`src/rtl/junction_phase_scheduler.sv`:
```
// rtl/junction_phase_scheduler.sv - four-approach traffic phase scheduler
// Round-robin grant, min/max green, yellow and all-red clearance, registered outputs.
module junction_phase_scheduler #(
  parameter int MIN_GREEN = 4,
  parameter int MAX_GREEN = 12,
  parameter int YELLOW_T  = 3,
  parameter int ALLRED_T  = 1
) (
  input  logic       clk,
  input  logic       rst,
  input  logic [3:0] req,
  output logic [7:0] light,
  output logic [3:0] owner,
  output logic       phase_busy
);

  typedef enum logic [1:0] {
    S_IDLE   = 2'd0,
    S_GREEN  = 2'd1,
    S_YELLOW = 2'd2,
    S_ALLRED = 2'd3
  } state_t;

  localparam logic [1:0] LAMP_RED    = 2'd0;
  localparam logic [1:0] LAMP_YELLOW = 2'd1;
  localparam logic [1:0] LAMP_GREEN  = 2'd2;

  state_t     state_q, state_d;
  logic [7:0] timer_q, timer_d;
  logic [1:0] ptr_q, ptr_d;
  logic [1:0] own_q, own_d;
  logic [7:0] light_q, light_d;
  logic [3:0] owner_q, owner_d;
  logic       busy_q, busy_d;
  logic [3:0] competing;
  logic [1:0] lamp;

  // First requesting approach at or after p, wrapping mod 4.
  function automatic logic [1:0] rr_pick(input logic [3:0] r, input logic [1:0] p);
    logic [1:0] idx;
    logic [1:0] pick;
    pick = p;
    for (int k = 3; k >= 0; k--) begin
      idx = p + 2'(k);
      if (r[idx]) pick = idx;
    end
    return pick;
  endfunction

  always_comb begin
    state_d   = state_q;
    ptr_d     = ptr_q;
    own_d     = own_q;
    timer_d   = (timer_q == 8'hFF) ? timer_q : timer_q + 8'd1;
    competing = req & ~(4'b0001 << own_q);
    unique case (state_q)
      S_IDLE: begin
        if (req != 4'b0000) begin
          state_d = S_GREEN;
          own_d   = rr_pick(req, ptr_q);
        end
      end
      S_GREEN: begin
        if (timer_q >= 8'(MIN_GREEN - 1) && competing != 4'b0000 &&
            (!req[own_q] || timer_q >= 8'(MAX_GREEN - 1)))
          state_d = S_YELLOW;
      end
      S_YELLOW: begin
        if (timer_q >= 8'(YELLOW_T - 1)) state_d = S_ALLRED;
      end
      S_ALLRED: begin
        if (timer_q >= 8'(ALLRED_T - 1)) begin
          ptr_d = own_q + 2'd1;
          if (req != 4'b0000) begin
            state_d = S_GREEN;
            own_d   = rr_pick(req, own_q + 2'd1);
          end else begin
            state_d = S_IDLE;
          end
        end
      end
      default: state_d = S_IDLE;
    endcase
    if (state_d != state_q) timer_d = 8'd0;

    // Outputs are derived from the next state so they are registered yet current.
    lamp    = (state_d == S_GREEN)  ? LAMP_GREEN :
              (state_d == S_YELLOW) ? LAMP_YELLOW : LAMP_RED;
    light_d = 8'h00;
    for (int i = 0; i < 4; i++) begin
      if (own_d == 2'(i)) light_d[2*i +: 2] = lamp;
    end
    owner_d = (lamp != LAMP_RED) ? (4'b0001 << own_d) : 4'b0000;
    busy_d  = (state_d != S_IDLE);
  end

  always_ff @(posedge clk or posedge rst) begin
    if (rst) begin
      state_q <= S_IDLE;
      timer_q <= 8'd0;
      ptr_q   <= 2'd0;
      own_q   <= 2'd0;
      light_q <= 8'h00;
      owner_q <= 4'b0000;
      busy_q  <= 1'b0;
    end else begin
      state_q <= state_d;
      timer_q <= timer_d;
      ptr_q   <= ptr_d;
      own_q   <= own_d;
      light_q <= light_d;
      owner_q <= owner_d;
      busy_q  <= busy_d;
    end
  end

  assign light      = light_q;
  assign owner      = owner_q;
  assign phase_busy = busy_q;

endmodule

```
`config.mk`:
```
export PLATFORM = sky130hd
export DESIGN_NAME = junction_phase_scheduler
export DESIGN_NICKNAME = d
export VERILOG_FILES = /design/src/rtl/junction_phase_scheduler.sv
export SDC_FILE = /design/constraint.sdc
export NUM_CORES = 1
export LEC_CHECK = 0
export CAP_MARGIN = 20
export CORE_ASPECT_RATIO = 1.4
export CORE_MARGIN = 2
export CORE_UTILIZATION = 29
export CTS_CLUSTER_SIZE = 24
export DETAILED_ROUTE_END_ITERATION = 6
export GPL_TIMING_DRIVEN = 0
export PLACE_DENSITY = 0.51
export SYNTH_ARGS = -nofsm -noshare
export SYNTH_HDL_FRONTEND = slang
export SYNTH_SLANG_ARGS = --single-unit
```
`constraint.sdc`:
```
create_clock -name clk -period 2.9 [get_ports clk]
set_input_delay 0.29 -clock clk [delete_from_list [all_inputs] [get_ports clk]]
set_output_delay 0.29 -clock clk [all_outputs]
set_load 0.02 [all_outputs]
```
==> results.cfg <==
[synth]
syn_area_um2 = 1690
synth-seq-cells = 27
yosys-top-cells-count = dfrtp_1, inv_1, ha_1
yosysTopAreaCell = dfrtp_1
ys_types = 46
ys_warn_count = 0
synth_area_leaders = dfrtp_1, ha_1, inv_1
synth_cells = 175
yosysMostFrequentCell = dfrtp_1
synth-seq-area-share = 0.399
syn_avg_cell_area_um2 = 9.67
syn_nets = 194
postSynth.asyncResetShare = 1.00
synth_edf_count = 0
synthFlopType = dfrtp_1
synth_top_area_frac = 0.399

[global_route]
grt_pass1_vias = 1402
overflow = 0
grt_pass1_wl_mm = 6.58
track_usage = 0.132
grt_max_degree = 20
antenna_found_initial = 0

[final_layout]
nets = 218
drive_gt1_frac = 0.0909
fillers = 579
stdcell_count = 266
stdcell_area_um2 = 2040
antennaDiodeCount = 0
area_delta_synth_final_pct = 20.3

[critical_path]
worstPathRequired_ns = 3.09
r2r-start = state_q[0]
r2r_slack_ns = 0.32
start_kind = flip-flop
worstSetupPathType = reg2reg
reg2reg_to = light[2]
end_kind = flip-flop
reg2reg_depth = 8
arrival_ns = 2.77
cp_max_fo = 10

[power]
power_leakage_nw = 0.911
peakVddDrop_v = 0.000464
power_density_nw_per_um2 = 939

[sta]
slew_headroom = 0.660
fin_crit_sh = 0.889
setup_viol = 0
hold_violations = 0
fmax_mhz = 388
finClkSkew_ns = 0.0100
rsz0062_at_grt = false
tightest_slew_ns = 0.503
fin_setup_tns_ns = 0
min_period_ns = 2.58
timing.hold.ws_ns = 0.303
drv_slew = 0

[placement]
placed_area_um2 = 1990
hpwl_mm = 2.87
placed_cells = 262
port-buffer-count = 18
gp_congestion = 0.827

[drt]
drc = 0
drt-pass1-iter-count = 4
vias_per_cell = 5.26
dr_total_vias = 1399
ant_nets = 0
drt_iter0_markers = 35
wl_mm = 3.81
wl_per_cell_um = 14.3

[clock_tree]
cts.htree.levels = 1
cts_tree = built
clockBufferDepth = 2
clk_pin_slew_worst_paths_ns = 0.11
root_buffer = clkbuf_8
insertion_delay_ns = 0.28
postCtsSetupRepairBufs = 0
cts_buffers = 3
cts_sinks = 27

[floorplan]
coreArea_um2 = 5570
rows = 32
die_w_um = 68.6
pin_count = 19
die_h_um = 94.4
dieArea_um2 = 6470
start_util = 0.304

[outcome]
status = finished clean

[run]
cap_violations = 0

[worst_hold_path]
hp-class = in2async
-- cell families (layout without fill, tap and decap cells) --
logic type,count (synthesis),count (layout),share of synthesized area
compound gates,42,42,0.190
flops,27,27,0.399
buf+inv,23,46,0.0540
mux,5,5,0.0392
xor+xnor,3,3,0.0155
simple gates,62,62,0.206
fa+ha+maj,13,13,0.0961
-- layer usage --
layer  GRT usage  vias to the layer above  routed length, um
met5           0                        -                  0
li1            -                      684                  -
met2       0.233                       31               2120
met3      0.0155                        4                134
met4      0.0483                        0                 39
met1       0.161                      680               1510
-- placed cells by master, fill, tap and decap left out, drive strengths merged, types with 2 or more instances in the layout --
cell | netlist | final
xnor2 | 2 | 2
o22ai | 4 | 4
a221o | 3 | 3
inv | 17 | 17
dfrtp | 27 | 27
nor4b | 2 | 2
a31oi | 2 | 2
clkbuf | 2 | 5
mux2 | 3 | 3
nor3 | 9 | 9
o2111ai | 2 | 2
nand2 | 9 | 9
a211oi | 3 | 3
a21oi | 6 | 6
buf | 4 | 5
ha | 13 | 13
nor2b | 3 | 3
nor3b | 8 | 8
clkdlybuf4s50 | 0 | 18
o21a | 3 | 3
and4 | 2 | 2
nor2 | 9 | 9
o211ai | 4 | 4
o21ai | 7 | 7
and3 | 6 | 6
nand3 | 7 | 7
-- state kept, by name, summed over array words and instances (netlist names) --
signal,cells
light,8
owner,4
own_q,2
state_q,2
phase_busy,1
timer_q,8
ptr_q,2
-- final cells by class --
cell class / instances / area [um^2] / share of cell area
multi-input cells: 125 / 926 / 0.455
flip-flops and latches: 27 / 676 / 0.332
repair buffers: 19 / 208 / 0.102
well taps: 68 / 85.1 / 0.0418
inverters: 17 / 63.8 / 0.0313
clock buffers: 3 / 41.3 / 0.0203
plain buffers: 6 / 28.8 / 0.0141
clock inverters: 1 / 7.51 / 0.00369
-- through the flow --
| stage | total power, mW | setup WS (ns) | utilization |
|---|---|---|---|
| global placement | 1.70 | 0.0617 | 0.352 |
| finish | 1.91 | 0.323 | 0.366 |
| CTS | 1.94 | 0.162 | 0.366 |
| detailed placement | 1.70 | 0.0216 | 0.357 |
| floorplan | 1.37 | 0.707 | - |
| global route | 2.10 | 0.0782 | 0.366 |
-- worst max path at each step --
stage / from / endpoint / slack, ns / depth (start not counted)
global placement: req[0] / light[2] / 0.06 / 9
CTS: state_q[0] / light[2] / 0.16 / 8
floorplan: own_q[0] / owner[1] / 0.71 / 9
global route: state_q[0] / light[2] / 0.08 / 8
finish: state_q[0] / light[2] / 0.32 / 8
detailed placement: req[0] / light[2] / 0.02 / 9
-- power by group --
part	switching (mW)	internal, mW
Sequential	0.0907	0.496
Clock	0.130	0.0977
Combinational	0.635	0.463
Total	0.855	1.06
-- critical path, cell delays in order (launching register included) --
cell	delay (ns)
dfrtp_1	0.47
inv_1	0.21
ha_1	0.18
clkbuf_1	0.28
inv_1	0.17
a2111o_1	0.37
a31oi_1	0.31
clkbuf_2	0.27
nor3b_1	0.22
-- what timing repair did --
| action | in CTS | in global routing |
|---|---|---|
| hold buffers | 0 | 0 |
| hold endpoints to repair | 0 | 0 |
| gates resized for setup | 0 | 2 |
| setup endpoints to repair | 0 | 3 |
Note: power is estimated with default switching activity, not from simulation.
